### config.mk
export PLATFORM = sky130hd
export DESIGN_NAME = dma_copy
export DESIGN_NICKNAME = d
export VERILOG_FILES = /design/src/rtl/dma_copy_pkg.sv /design/src/rtl/dma_copy.sv
export SDC_FILE = /design/constraint.sdc
export NUM_CORES = 1
export LEC_CHECK = 0
export CAP_MARGIN = 40
export CELL_PAD_IN_SITES_DETAIL_PLACEMENT = 2
export CELL_PAD_IN_SITES_GLOBAL_PLACEMENT = 2
export CORE_MARGIN = 3
export CORE_UTILIZATION = 39
export DETAILED_ROUTE_END_ITERATION = 10
export DONT_BUFFER_PORTS = 1
export HOLD_SLACK_MARGIN = 0.05
export PLACE_DENSITY_LB_ADDON = 0.1
export SLEW_MARGIN = 20
export SYNTH_ARGS = -nofsm -noshare
export SYNTH_HDL_FRONTEND = slang
export SYNTH_SLANG_ARGS = --single-unit
### constraint.sdc
create_clock -name clk -period 2.85 [get_ports clk]
set_input_delay 0.285 -clock clk [delete_from_list [all_inputs] [get_ports clk]]
set_output_delay 0.285 -clock clk [all_outputs]
set_load 0.01 [all_outputs]
### src/rtl/dma_copy_pkg.sv
// -----------------------------------------------------------------------------
// dma_copy_pkg
// Shared definitions for the word-copy DMA engine:
//   - address/data widths of the memory port
//   - WORD_MASK : access-size code driven on sign_mask (32-bit word, unsigned)
//   - ADDR_INC  : byte stride between consecutive words
//   - state_e   : controller state encoding
//   - next_word_addr() : stride helper, wraps modulo 2^ADDR_W
// -----------------------------------------------------------------------------
package dma_copy_pkg;

  localparam int ADDR_W = 12;
  localparam int DATA_W = 32;

  localparam logic [3:0]        WORD_MASK = 4'b0100;
  localparam logic [ADDR_W-1:0] ADDR_INC  = 12'd4;

  typedef enum logic [2:0] {
    ST_IDLE,
    ST_RD_REQ,
    ST_RD_WAIT_HI,
    ST_RD_WAIT_LO,
    ST_WR_REQ,
    ST_WR_WAIT_HI,
    ST_WR_WAIT_LO,
    ST_FINISH
  } state_e;

  // Address arithmetic is ADDR_W bits wide, so the carry out of the top bit
  // is simply dropped: running past 0xFFC lands on 0x000.
  function automatic logic [ADDR_W-1:0] next_word_addr(input logic [ADDR_W-1:0] a);
    return a + ADDR_INC;
  endfunction

endpackage

### src/rtl/dma_copy.sv
// -----------------------------------------------------------------------------
// dma_copy
// Copies len 32-bit words from src_addr to dst_addr over a single shared
// load/store port with a stall-based handshake. Each word is one read
// (strobe, wait for clk_stall high, wait for clk_stall low, capture data)
// followed by one write with the same handshake.
//
// Ports
//   clk, reset_n         clock, asynchronous active-low reset
//   start                one-cycle copy request, only looked at in IDLE
//   src_addr, dst_addr   word-aligned byte addresses of first source/dest word
//   len                  number of words; 0 completes immediately
//   busy                 high while a copy is in progress
//   done / error         one-cycle completion / handshake-timeout pulses
//   addr, write_data     memory address and store data
//   memread, memwrite    one-cycle load / store strobes
//   sign_mask            access size, always a word
//   read_data            load result, sampled when clk_stall falls
//   clk_stall            responder busy flag
//
// Parameters
//   TIMEOUT  cycles allowed, counted from the request strobe, for clk_stall
//            to rise (must be >= 2)
//   LEN_W    width of len
// -----------------------------------------------------------------------------
module dma_copy
  import dma_copy_pkg::*;
#(
  parameter int TIMEOUT = 15,
  parameter int LEN_W   = 8
) (
  input  logic              clk,
  input  logic              reset_n,
  input  logic              start,
  input  logic [ADDR_W-1:0] src_addr,
  input  logic [ADDR_W-1:0] dst_addr,
  input  logic [LEN_W-1:0]  len,
  output logic              busy,
  output logic              done,
  output logic              error,
  output logic [ADDR_W-1:0] addr,
  output logic [DATA_W-1:0] write_data,
  output logic              memwrite,
  output logic              memread,
  output logic [3:0]        sign_mask,
  input  logic [DATA_W-1:0] read_data,
  input  logic              clk_stall
);

  localparam int               TMR_W    = $clog2(TIMEOUT + 1);
  localparam logic [TMR_W-1:0] TMR_LAST = TMR_W'(TIMEOUT - 1);
  localparam logic [TMR_W-1:0] TMR_ONE  = TMR_W'(1);
  localparam logic [LEN_W-1:0] LEN_ONE  = LEN_W'(1);

  state_e              state_q;
  logic [ADDR_W-1:0]   src_q, src_d;
  logic [ADDR_W-1:0]   dst_q, dst_d;
  logic [LEN_W-1:0]    cnt_q, cnt_d;
  logic                last_word;
  logic [TMR_W-1:0]    tmr_q;
  logic                busy_q, done_q, error_q;
  logic                memread_q, memwrite_q;
  logic [ADDR_W-1:0]   addr_q;
  // Doubles as the holding register for the word in flight.
  logic [DATA_W-1:0]   wdata_q;

  // Per-word pointer/count updates, applied when a write handshake finishes.
  always_comb begin
    src_d     = next_word_addr(src_q);
    dst_d     = next_word_addr(dst_q);
    cnt_d     = cnt_q - LEN_ONE;
    last_word = (cnt_q == LEN_ONE);
  end

  // The timer is cleared when a request strobe is launched and counts the
  // strobe cycle plus every WAIT_HI cycle, so error fires TIMEOUT cycles after
  // the strobe if clk_stall never rises.
  // NOTE: every register here is assigned with <= so all of them update from
  // the same pre-edge values; blocking = would let later branches see
  // half-updated state.
  always_ff @(posedge clk or negedge reset_n) begin
    if (!reset_n) begin
      state_q    <= ST_IDLE;
      src_q      <= '0;
      dst_q      <= '0;
      cnt_q      <= '0;
      tmr_q      <= '0;
      busy_q     <= 1'b0;
      done_q     <= 1'b0;
      error_q    <= 1'b0;
      memread_q  <= 1'b0;
      memwrite_q <= 1'b0;
      addr_q     <= '0;
      wdata_q    <= '0;
    end else begin
      // NOTE: pulses and strobes default low every cycle and are only raised
      // on the transition into the state that owns them, which makes them
      // exactly one cycle wide without any per-state clearing.
      memread_q  <= 1'b0;
      memwrite_q <= 1'b0;
      done_q     <= 1'b0;
      error_q    <= 1'b0;

      unique case (state_q)
        ST_IDLE: begin
          if (start) begin
            busy_q <= 1'b1;
            if (len != '0) begin
              src_q     <= src_addr;
              dst_q     <= dst_addr;
              cnt_q     <= len;
              addr_q    <= src_addr;
              memread_q <= 1'b1;
              tmr_q     <= '0;
              state_q   <= ST_RD_REQ;
            end else begin
              state_q <= ST_FINISH;
            end
          end
        end

        ST_RD_REQ: begin
          tmr_q   <= tmr_q + TMR_ONE;
          state_q <= ST_RD_WAIT_HI;
        end

        ST_RD_WAIT_HI: begin
          if (clk_stall) begin
            state_q <= ST_RD_WAIT_LO;
          end else if (tmr_q >= TMR_LAST) begin
            error_q <= 1'b1;
            busy_q  <= 1'b0;
            state_q <= ST_IDLE;
          end else begin
            tmr_q <= tmr_q + TMR_ONE;
          end
        end

        ST_RD_WAIT_LO: begin
          if (!clk_stall) begin
            wdata_q    <= read_data;
            addr_q     <= dst_q;
            memwrite_q <= 1'b1;
            tmr_q      <= '0;
            state_q    <= ST_WR_REQ;
          end
        end

        ST_WR_REQ: begin
          tmr_q   <= tmr_q + TMR_ONE;
          state_q <= ST_WR_WAIT_HI;
        end

        ST_WR_WAIT_HI: begin
          if (clk_stall) begin
            state_q <= ST_WR_WAIT_LO;
          end else if (tmr_q >= TMR_LAST) begin
            error_q <= 1'b1;
            busy_q  <= 1'b0;
            state_q <= ST_IDLE;
          end else begin
            tmr_q <= tmr_q + TMR_ONE;
          end
        end

        ST_WR_WAIT_LO: begin
          if (!clk_stall) begin
            src_q <= src_d;
            dst_q <= dst_d;
            cnt_q <= cnt_d;
            if (last_word) begin
              state_q <= ST_FINISH;
            end else begin
              addr_q    <= src_d;
              memread_q <= 1'b1;
              tmr_q     <= '0;
              state_q   <= ST_RD_REQ;
            end
          end
        end

        ST_FINISH: begin
          done_q  <= 1'b1;
          busy_q  <= 1'b0;
          state_q <= ST_IDLE;
        end

        default: state_q <= ST_IDLE;
      endcase
    end
  end

  assign busy       = busy_q;
  assign done       = done_q;
  assign error      = error_q;
  assign addr       = addr_q;
  assign write_data = wdata_q;
  assign memread    = memread_q;
  assign memwrite   = memwrite_q;
  assign sign_mask  = WORD_MASK;

endmodule

==> implementation parameters, run 1 <==
Parameter                              Value

Run status
  Result of the run    finished clean

STA
  Total negative slack    0 ns
  Final setup viols    0
  Setup repair after global routing missed its margin    false
  Worst-margin pin slew    0.623 ns
  Count of final max-slew check failures    0
  Tmin final    2.39 ns
  Worst clock skew    0.0123 ns
  Share of the clock period used by the worst path    83.7%
  Final hold viol count    0
  Worst slew margin relative to its limit    57.9%
  Timing-limited maximum frequency    0.419 GHz

Power
  Portion of total power attributed to combinational logic    38.0%
  Pleak    2.16 nW
  Max rail drop VDD    0.000366 V
  Power per cell area    1220 nW/um2
  Sequential share of power    41.8%
  Part of the power in the clock network    20.2%
  Power Internal    3.73 mW
  Net Switching    2.46 mW
  Switching share of power    39.7%

Synth
  Post-synthesis register bit count    88
  Mean cell area of the mapped netlist    10.2 um2
  Seq/Total Area, Yosys    47.7%
  Synth Cell Area    4620 um2
  Count of mapped cells out of synthesis    453
  Most used flip-flop cell after synthesis    sky130_fd_sc_hd__dfrtp_1
  Number of distinct library cells after synthesis    53
  Async SR Flop Fraction    100%
  Warnings, synthesis    0
  Number of flops mapped to enable cells by yosys    0

Global route
  Antenna violations before repair    0
  Wire length of the first global-routing pass    20,100 um
  Overflow after GRT    0
  Total Routing Usage GR    19.6%
  Largest net degree at the start of global routing    89
  Vias in the first global route    3,707

CTS
  Post CTS Setup Buffer Count    0
  Clock sinks    88
  Number of resized instances in the post-cts repair step    0
  CTS tree    yes
  Largest buffer count on any clock path    2
  Clock-pin slew on the worst setup and hold paths    0.07 ns
  H-tree depth    3
  Number of buffers created by CTS    9
  Insertion delay to the later sink of the worst-skew pair    0.36 ns
  Clk root buf    sky130_fd_sc_hd__clkbuf_16

Hold path
  Hold path depth    1
  Path type of the worst min-delay path    in -> reg

Setup path
  Depth of the most critical reg-to-reg path    7
  Beginning of the critical path    tmr_q[0]
  Worst Setup Path Type    reg -> reg
  Type of origin of the critical path    flop
  Critical path endpoint category    flop
  Worst R2R Start    tmr_q[0]
  Worst EP arrival    2.62 ns
  CP max-delay cell    sky130_fd_sc_hd__o311ai_0
  CP Capture Point    tmr_q[1]
  Worst-path fanout max    3
  Data required time at the worst endpoint    3.09 ns
  Cell-by-cell trace of the critical path    inv_1 -> ha_1 -> o211a_1 -> o311ai_0 -> nand2_1 -> nor3_1 -> mux2_2
  Capturing point of the worst reg2reg path    tmr_q[1]
  Slack of the worst reg-to-reg path    0.46 ns
  Delay of the slowest cell on the worst path    0.55 ns

Floorplanning
  Placement row count    39
  Full die area    13,200 um2
  Overall die height    115 um
  CORE AREA    11,500 um2
  Ports    121
  Initial core utilization    40.1%
  Die extent in x    115 um

Detailed routing
  Remaining DRCs    0
  Average wire per cell in the routed design    21.2 um
  Post-detailed-routing wire length    12,600 um
  Initial detailed-routing violation count    110
  Antenna-violating nets left    0
  Overall via count from detail_route    3,465
  Routed vias/inst    5.83
  Detailed Routing Iterations Pass 1    4

Flow run
  Max-cap violations    0

Finish
  Antenna diode count    0
  Layout Cell Area excl Fill    5080 um2
  Fraction of layout cells with a size suffix above 1    18.4%
  Area taken by flip-flops and latches    2200 um2
  Count of fill cells added during filler insertion    1,214
  Layout area overhead    10.0%
  Combined area of the multi-input logic cells    2200 um2
  Final net count    520

Place
  Placed Instance Area    4720 um2
  Last weighted congestion value of the routability-driven placer    0.785
  HPWL after DPL    9050 um
  Port buffer count    0
-- how the worst min path moves through the flow --
stage,from,endpoint,slack (ns)
final,read_data[4],write_data[4],0.08
after global routing,read_data[10],write_data[10],0.07
after CTS,read_data[4],write_data[4],0.06
after detailed placement,reset_n,write_data[3],-0.008
after global placement,reset_n,write_data[3],-0.008
after floorplan,reset_n,addr[0],-0.01
-- cell usage in the layout, fill, tap and decap left out, types with 5 or more instances in the layout --
master                       n
sky130_fd_sc_hd__mux2_4     10
sky130_fd_sc_hd__a221o_1     5
sky130_fd_sc_hd__o21ai_0    38
sky130_fd_sc_hd__dfrtp_1    88
sky130_fd_sc_hd__buf_4       8
sky130_fd_sc_hd__a21oi_1    38
sky130_fd_sc_hd__mux2_2     39
sky130_fd_sc_hd__and3_1     13
sky130_fd_sc_hd__o22ai_1     8
sky130_fd_sc_hd__ha_1        6
sky130_fd_sc_hd__clkbuf_16   9
sky130_fd_sc_hd__nor3_1      9
sky130_fd_sc_hd__inv_1       8
sky130_fd_sc_hd__nand3_1    17
sky130_fd_sc_hd__nand2_1    35
sky130_fd_sc_hd__xnor2_1     5
sky130_fd_sc_hd__nor2_1     24
sky130_fd_sc_hd__nor3b_1     5
sky130_fd_sc_hd__a22oi_1    12
-- power groups by stage --
| stage | clock network (mW) | registers, mW | logic [mW] |
|---|---|---|---|
| final | 1.25 | 2.59 | 2.35 |
| after global routing | 1.35 | 2.69 | 2.66 |
| after CTS | 1.29 | 2.61 | 2.40 |
| after detailed placement | 0 | 2.63 | 2.35 |
| after global placement | 0 | 2.58 | 2.21 |
| after floorplan | 0 | 2.41 | 1.92 |
-- stage by stage --
step / utilization [%] / hold WS (ns) / std cells / setup slack [ns] / total power, mW
2_1_floorplan: - / -0.0106 / 455 / 0.770 / 4.34
4_1_cts: 44.1 / 0.0633 / 594 / 0.444 / 6.30
5_1_grt: 44.1 / 0.0656 / 594 / 0.298 / 6.70
6_report: 44.1 / 0.0753 / 594 / 0.464 / 6.19
3_5_place_dp: 41.0 / -0.00806 / 575 / 0.461 / 4.97
3_3_place_gp: 40.7 / -0.00780 / 573 / 0.582 / 4.79
-- cell usage after synthesis, types with 2 or more instances --
| cell type | number | share of area [%] |
|---|---|---|
| sky130_fd_sc_hd__a21oi_1 | 38 | 4.1 |
| sky130_fd_sc_hd__a221o_1 | 5 | 1.1 |
| sky130_fd_sc_hd__a22oi_1 | 12 | 2.0 |
| sky130_fd_sc_hd__a31oi_1 | 4 | 0.54 |
| sky130_fd_sc_hd__and3_1 | 13 | 1.8 |
| sky130_fd_sc_hd__and3b_1 | 2 | 0.38 |
| sky130_fd_sc_hd__buf_1 | 3 | 0.24 |
| sky130_fd_sc_hd__buf_2 | 8 | 0.87 |
| sky130_fd_sc_hd__buf_4 | 5 | 0.81 |
| sky130_fd_sc_hd__buf_6 | 5 | 1.2 |
| sky130_fd_sc_hd__clkbuf_1 | 13 | 1.1 |
| sky130_fd_sc_hd__conb_1 | 2 | 0.16 |
| sky130_fd_sc_hd__dfrtp_1 | 88 | 48 |
| sky130_fd_sc_hd__ha_1 | 6 | 1.6 |
| sky130_fd_sc_hd__inv_1 | 8 | 0.65 |
| sky130_fd_sc_hd__mux2_2 | 39 | 9.5 |
| sky130_fd_sc_hd__mux2_4 | 10 | 3.3 |
| sky130_fd_sc_hd__mux2i_1 | 3 | 0.65 |
| sky130_fd_sc_hd__nand2_1 | 35 | 2.8 |
| sky130_fd_sc_hd__nand2b_1 | 4 | 0.54 |
| sky130_fd_sc_hd__nand3_1 | 17 | 1.8 |
| sky130_fd_sc_hd__nand4_1 | 2 | 0.27 |
| sky130_fd_sc_hd__nor2_1 | 24 | 2.0 |
| sky130_fd_sc_hd__nor2b_1 | 5 | 0.68 |
| sky130_fd_sc_hd__nor3_1 | 9 | 0.98 |
| sky130_fd_sc_hd__nor3b_1 | 5 | 0.81 |
| sky130_fd_sc_hd__nor4_1 | 3 | 0.41 |
| sky130_fd_sc_hd__o21a_1 | 3 | 0.49 |
| sky130_fd_sc_hd__o21ai_0 | 38 | 4.1 |
| sky130_fd_sc_hd__o21ai_1 | 4 | 0.43 |
| sky130_fd_sc_hd__o22a_1 | 2 | 0.38 |
| sky130_fd_sc_hd__o22ai_1 | 8 | 1.1 |
| sky130_fd_sc_hd__o2bb2ai_1 | 3 | 0.57 |
| sky130_fd_sc_hd__or3_1 | 2 | 0.27 |
| sky130_fd_sc_hd__xnor2_1 | 5 | 0.95 |
| sky130_fd_sc_hd__xor2_1 | 3 | 0.57 |
-- cell type report --
| cell class | instances | share of cell area [%] |
|---|---|---|
| clock buffer | 9 | 4.43 |
| clock inverter | 7 | 1.75 |
| tap | 143 | 3.52 |
| multi-input combinational | 325 | 43.3 |
| timing repair buffer | 14 | 3.03 |
| inverter | 8 | 0.591 |
| sequential | 88 | 43.3 |
-- state kept, by name, indices dropped and copies added, names as in the netlist --
name        flops
busy            1
state_q         3
write_data     32
done            1
tmr_q           4
cnt_q           8
src_q          12
dst_q          12
error           1
memread         1
memwrite        1
addr           12
-- worst max-delay path: cells and delay by family (launching register included) --
kind,cells,cell delay [ns]
fa+ha+maj,1,0.22
flops,1,0.37
mux,1,0.38
buf+inv,1,0.08
compound gates,2,0.80
simple gates,2,0.42
-- logic make-up (layout without fill, tap and decap cells) --
kind of cell / after synthesis / in the layout / synth area share [%]
AOI/OAI and AO/OA: 129 / 129 / 17.1
and+or+nand+nor: 126 / 126 / 13.7
adders and majority gates: 6 / 6 / 1.63
other: 2 / 4 / 0.163
buffers and inverters: 42 / 38 / 4.85
muxes: 52 / 52 / 13.4
xor gates and xnor gates: 8 / 8 / 1.52
DFF: 88 / 88 / 47.7
-- routing by layer --
metal	part of all wire, %	up-vias	global-route usage, %
li1	-	1623	-
met1	43	1733	25.4
met2	49	95	31.7
met3	7.0	14	5.05
met4	1.7	0	7.75
met5	0	-	0
-- timing repair --
action / CTS / global route
hold buffers: 3 / 0
endpoints found under the hold margin: 90 / 0
setup endpoints to repair: 0 / 0
No activity file was read; power rests on OpenSTA's default activity.
==> run 2: changes to the inputs <==
==> constraint.sdc (replaced) <==
create_clock -name clk -period 2.3 [get_ports clk]
set_input_delay 0.23 -clock clk [delete_from_list [all_inputs] [get_ports clk]]
set_output_delay 0.23 -clock clk [all_outputs]
set_load 0.01 [all_outputs]
==> run 2 against run 1 <==
  * Clock power rose by 18%
  * Utilization rose by 4.1 points
  * Die area did not move
  * Hold slack got worse by 0.010 ns
  * Sequential share of layout area fell by 3.7 points
  * Total power rose by 29%
  * Clock-buffer cell count did not move
  * Flip-flop and latch count did not move
  * Sequential power rose by 26%
==> implementation parameters, run 2 (synthesized netlist as in run 1, its figures left out) <==
Parameter                              Value

Global route
  Total Routing Usage GR    23.2%
  Overflow after GRT    0
  Antenna violations before repair    0
  Wire length of the first global-routing pass    23,700 um
  Vias in the first global route    4,100
  Largest net degree at the start of global routing    89

Detailed routing
  Remaining DRCs    0
  Routed vias/inst    5.76
  Post-detailed-routing wire length    14,800 um
  Average wire per cell in the routed design    23.1 um
  Antenna-violating nets left    0
  Overall via count from detail_route    3,696
  Detailed Routing Iterations Pass 1    4
  Initial detailed-routing violation count    139

Setup path
  Cell-by-cell trace of the critical path    inv_1 -> ha_1 -> o211a_1 -> o311ai_0 -> buf_4 -> nand2_1 -> nor3_2 -> mux2_2
  Worst Setup Path Type    reg -> reg
  Critical path endpoint category    flop
  Type of origin of the critical path    flop
  Worst EP arrival    2.36 ns
  Data required time at the worst endpoint    2.53 ns
  CP max-delay cell    sky130_fd_sc_hd__dfrtp_1
  Worst-path fanout max    3
  Delay of the slowest cell on the worst path    0.38 ns

Floorplanning
  Initial core utilization    40.1%
  CORE AREA    11,500 um2
  Die extent in x    115 um
  Placement row count    39
  Overall die height    115 um
  Full die area    13,200 um2
  Ports    121

Power
  Max rail drop VDD    0.000456 V
  Overall power consumption    7.99 mW
  Pleak    2.38 nW
  Power per cell area    1440 nW/um2

Place
  Last weighted congestion value of the routability-driven placer    0.780
  Worst setup timing slack at the placement stage    0.130 ns
  Port buffer count    0
  Placed Instance Area    4820 um2
  HPWL after DPL    9030 um
  Number of cells in the design after placement    585

Finish
  Final standard cell count with taps included and fillers excluded    642
  Layout Cell Area excl Fill    5550 um2
  Max reg flops    32
  Highest-count cells in the layout ignoring fill and taps    sky130_fd_sc_hd__dfrtp_1, sky130_fd_sc_hd__dlygate4sd3_1, sky130_fd_sc_hd__mux2_2
  Final net count    568
  Fraction of layout cells with a size suffix above 1    19.0%
  Antenna diode count    0
  Layout area overhead    20.3%
  Leading cell type in the layout, fill and taps excluded    sky130_fd_sc_hd__dfrtp_1

CTS
  CTS tree    yes
  H-tree depth    3
  Post CTS Setup Buffer Count    0
  Clock sinks    88
  Insertion delay to the later sink of the worst-skew pair    0.35 ns
  Largest buffer count on any clock path    2
  Clk root buf    sky130_fd_sc_hd__clkbuf_16
  Number of buffers created by CTS    9
  Clock-pin slew on the worst setup and hold paths    0.07 ns

STA
  Count of final max-slew check failures    0
  Worst clock skew    0.00947 ns
  Setup repair after global routing missed its margin    false
  Worst Setup Slack, final    0.166 ns
  Worst-margin pin slew    0.771 ns
  Timing-limited maximum frequency    0.469 GHz
  Final hold viol count    0
  Tmin final    2.13 ns
  Final setup viols    0
  Share of the clock period used by the worst path    92.8%
  Total negative slack    0 ns
  Worst slew margin relative to its limit    48.4%

Run status
  Result of the run    finished clean

Hold path
  Path type of the worst min-delay path    in -> reg

Flow run
  Max-cap violations    0
-- run 2: cell type report --
type	instances	area [um2]
multi-input combinational	325	2210
inverter	8	30.0
sequential	88	2200
timing repair buffer	62	636
tap	143	179
clock buffer	9	225
fill	1197	5960
clock inverter	7	75.1
-- run 2: per-stage QoR --
| stage | hold slack (ns) | utilization [%] |
|---|---|---|
| 2_1_floorplan | -0.0656 | - |
| 3_3_place_gp | -0.0623 | 41.9 |
| 3_5_place_dp | -0.0625 | 41.9 |
| 4_1_cts | 0.0564 | 48.2 |
| 5_1_grt | 0.0734 | 48.2 |
| 6_report | 0.0653 | 48.2 |
-- run 2: metal layers --
metal,vias to the layer above,global-route usage (%),routed length [um]
met5,-,0,0
met4,0,3.76,85
li1,1721,-,-
met3,5,6.42,791
met1,1885,29.6,6330
met2,85,40.1,7600
-- run 2: report_power, final --
part	total (mW)	internal [mW]	switching, mW
Combinational	3.24	1.64	1.60
Sequential	3.26	2.31	0.956
Clock	1.48	0.769	0.714
-- run 2: path summary, 6_finish.rpt --
kind / from / endpoint / slack [ns] / depth (start not counted)
hold reg to reg: dst_q[0] / dst_q[0] / 0.52 / 1
min in group asynchronous: reset_n / write_data[1] / 0.47 / 2
setup reg to reg: tmr_q[0] / tmr_q[1] / 0.17 / 8
max in group asynchronous: reset_n / dst_q[6] / 1.45 / 2
setup / recovery: tmr_q[0] / tmr_q[1] / 0.17 / 8
hold / removal: dst_addr[3] / dst_q[3] / 0.07 / 2
-- run 2: worst max-delay path: cells and delay by family (launching register included) --
family                   cells  cell delay, ns
AO/OA/AOI/OAI                2            0.55
adder cells (fa/ha/maj)      1            0.23
buffers and inverters        2            0.28
flip-flops                   1            0.38
multiplexers                 1            0.35
AND/OR/NAND/NOR              2            0.23
-- run 2: repair_timing --
action                                 4_1_cts  5_1_grt
gates resized for setup                      0        2
endpoints found under the hold margin      128        0
setup endpoints to repair                    0        2
hold buffers                                41        0
==> run 3: changes to the inputs <==
--- a/config.mk
+++ b/config.mk
@@ -12,8 +12,10 @@
 export CORE_UTILIZATION = 39
 export DETAILED_ROUTE_END_ITERATION = 10
 export DONT_BUFFER_PORTS = 1
+export GPL_ROUTABILITY_DRIVEN = 0
 export HOLD_SLACK_MARGIN = 0.05
 export PLACE_DENSITY_LB_ADDON = 0.1
+export SKIP_CTS_REPAIR_TIMING = 1
 export SLEW_MARGIN = 20
 export SYNTH_ARGS = -nofsm -noshare
 export SYNTH_HDL_FRONTEND = slang
==> constraint.sdc (replaced) <==
create_clock -name clk -period 2.35 [get_ports clk]
set_input_delay 0.235 -clock clk [delete_from_list [all_inputs] [get_ports clk]]
set_output_delay 0.235 -clock clk [all_outputs]
set_load 0.01 [all_outputs]
==> run 3 against run 2 <==
  * Clock-buffer cell count stayed put
  * Flip-flop and latch count stayed put
  * Register-to-register slack better by 0.05 ns
  * Sequential power is 2% lower
  * Cell count is 0.16% lower
  * Sequential share of layout area is 0.13 points higher
  * Clock power hardly changed
  * Critical path depth is 1 lower
  * Largest power group unchanged
  * Highest routed layer unchanged
==> implementation parameters, run 3 (synthesized netlist as in run 1, its figures left out) <==
Parameter                              Value

Run status
  Result of the run    finished clean

Global route
  Largest net degree at the start of global routing    89
  Wire length of the first global-routing pass    20,500 um
  Antenna violations before repair    0
  Overflow after GRT    0
  Total Routing Usage GR    19.9%
  Vias in the first global route    3,807

Finish
  Combined area of the multi-input logic cells    2200 um2
  Highest-count cells in the layout ignoring fill and taps    sky130_fd_sc_hd__dfrtp_1, sky130_fd_sc_hd__mux2_2, sky130_fd_sc_hd__dlygate4sd3_1
  Fraction of layout cells with a size suffix above 1    18.5%
  Final net count    566
  Area taken by flip-flops and latches    2200 um2
  Count of fill cells added during filler insertion    1,194
  Leading cell type in the layout, fill and taps excluded    sky130_fd_sc_hd__dfrtp_1
  Layout area overhead    19.9%
  Max reg flops    32

CTS
  Insertion delay to the later sink of the worst-skew pair    0.35 ns
  Number of buffers created by CTS    9
  CTS tree    yes
  Largest buffer count on any clock path    2
  Clk root buf    sky130_fd_sc_hd__clkbuf_16
  Clock-pin slew on the worst setup and hold paths    0.07 ns
  Clock sinks    88
  H-tree depth    3

Setup path
  Depth of the most critical reg-to-reg path    7
  Worst-path fanout max    3
  CP max-delay cell    sky130_fd_sc_hd__mux2_2
  Delay of the slowest cell on the worst path    0.38 ns
  Critical path buffers and inverters    1
  Type of origin of the critical path    flop
  Worst EP arrival    2.36 ns
  Cell-by-cell trace of the critical path    inv_1 -> ha_1 -> o211a_1 -> o311ai_1 -> nand2_1 -> nor3_1 -> mux2_2
  Critical path endpoint category    flop
  Stages on the worst setup path    7
  Family with the most delay on the worst path    compound AO/OA/AOI/OAI gates
  Data required time at the worst endpoint    2.58 ns
  Worst Setup Path Type    reg -> reg

STA
  Total negative slack    0 ns
  Final setup viols    0
  Tmin final    2.13 ns
  Timing-limited maximum frequency    0.469 GHz
  Worst Setup Slack, final    0.220 ns
  Count of final max-slew check failures    0
  Final hold viol count    0
  Share of the clock period used by the worst path    90.6%
  Setup repair after global routing missed its margin    false
  Worst-margin pin slew    0.708 ns
  Worst clock skew    0.00889 ns
  Worst slew margin relative to its limit    52.6%

Floorplanning
  Die extent in x    115 um
  Ports    121
  CORE AREA    11,500 um2
  Initial core utilization    40.1%
  Overall die height    115 um
  Placement row count    39
  Full die area    13,200 um2

Power
  Net Switching    3.15 mW
  Sequential share of power    40.7%
  Max rail drop VDD    0.000467 V
  Overall power consumption    7.83 mW
  Power Internal    4.68 mW
  Pleak    2.37 nW
  Power per cell area    1410 nW/um2
  Portion of total power attributed to combinational logic    40.2%
  Switching share of power    40.2%
  Part of the power in the clock network    19.1%

Place
  HPWL after DPL    9200 um
  Port buffer count    0
  Worst setup timing slack at the placement stage    0.115 ns

Detailed routing
  Average wire per cell in the routed design    22.6 um
  Post-detailed-routing wire length    14,500 um
  Routed vias/inst    5.83
  Overall via count from detail_route    3,740
  Antenna-violating nets left    0
  Detailed Routing Iterations Pass 1    4
  Initial detailed-routing violation count    105
  Remaining DRCs    0

Flow run
  Max-cap violations    0

Hold path
  Hold path depth    2
  Path type of the worst min-delay path    in -> reg
## run 3: final cells by class
class / count / area share [%]
Sequential cell: 88 / 39.8
Clock inverter: 7 / 1.40
Antenna cell: 1 / 0.0452
Inverter: 8 / 0.542
Timing Repair Buffer: 60 / 11.2
Tap cell: 143 / 3.23
Multi-Input combinational cell: 325 / 39.8
Clock buffer: 9 / 4.07
## run 3: worst paths after layout
check / start / to / slack (ns)
max: tmr_q[0] / tmr_q[1] / 0.22
min: src_addr[2] / src_q[2] / 0.04
max reg2reg: tmr_q[0] / tmr_q[1] / 0.22
min reg2reg: dst_q[2] / dst_q[2] / 0.52
max in group asynchronous: reset_n / cnt_q[7] / 1.48
min in group asynchronous: reset_n / src_q[9] / 0.54
## run 3: routing by layer
| layer | up-vias | GRT usage (%) | wire length (um) |
|---|---|---|---|
| met2 | 101 | 32.9 | 7360 |
| li1 | 1724 | - | - |
| met4 | 0 | 6.10 | 167 |
| met5 | - | 0 | 0 |
| met3 | 11 | 6.21 | 894 |
| met1 | 1904 | 25.1 | 6070 |
## run 3: stage by stage
step	cell area, um2	hold slack (ns)	utilization [%]	cells
floorplan	4620	-0.0606	-	455
CTS	5110	-0.437	44.4	600
detailed placement	4810	-0.0583	41.8	584
global route	5530	0.0485	48.0	640
global placement	4810	-0.0580	41.8	584
finish	5540	0.0389	48.1	641
## run 3: worst reg2reg max path: stages (launching register included)
cell and delay (ns):
sky130_fd_sc_hd__dfrtp_1 0.37, sky130_fd_sc_hd__inv_1 0.08, sky130_fd_sc_hd__ha_1 0.22, sky130_fd_sc_hd__o211a_1 0.26
sky130_fd_sc_hd__o311ai_1 0.32, sky130_fd_sc_hd__nand2_1 0.10, sky130_fd_sc_hd__nor3_1 0.29, sky130_fd_sc_hd__mux2_2 0.38
## run 3: power by group through the flow
stage	Clock, mW	Combinational [mW]	Sequential [mW]
global route	1.60	3.51	3.30
floorplan	0	2.33	2.93
global placement	0	2.87	3.13
detailed placement	0	3.03	3.18
CTS	1.52	3.05	3.16
finish	1.49	3.15	3.19
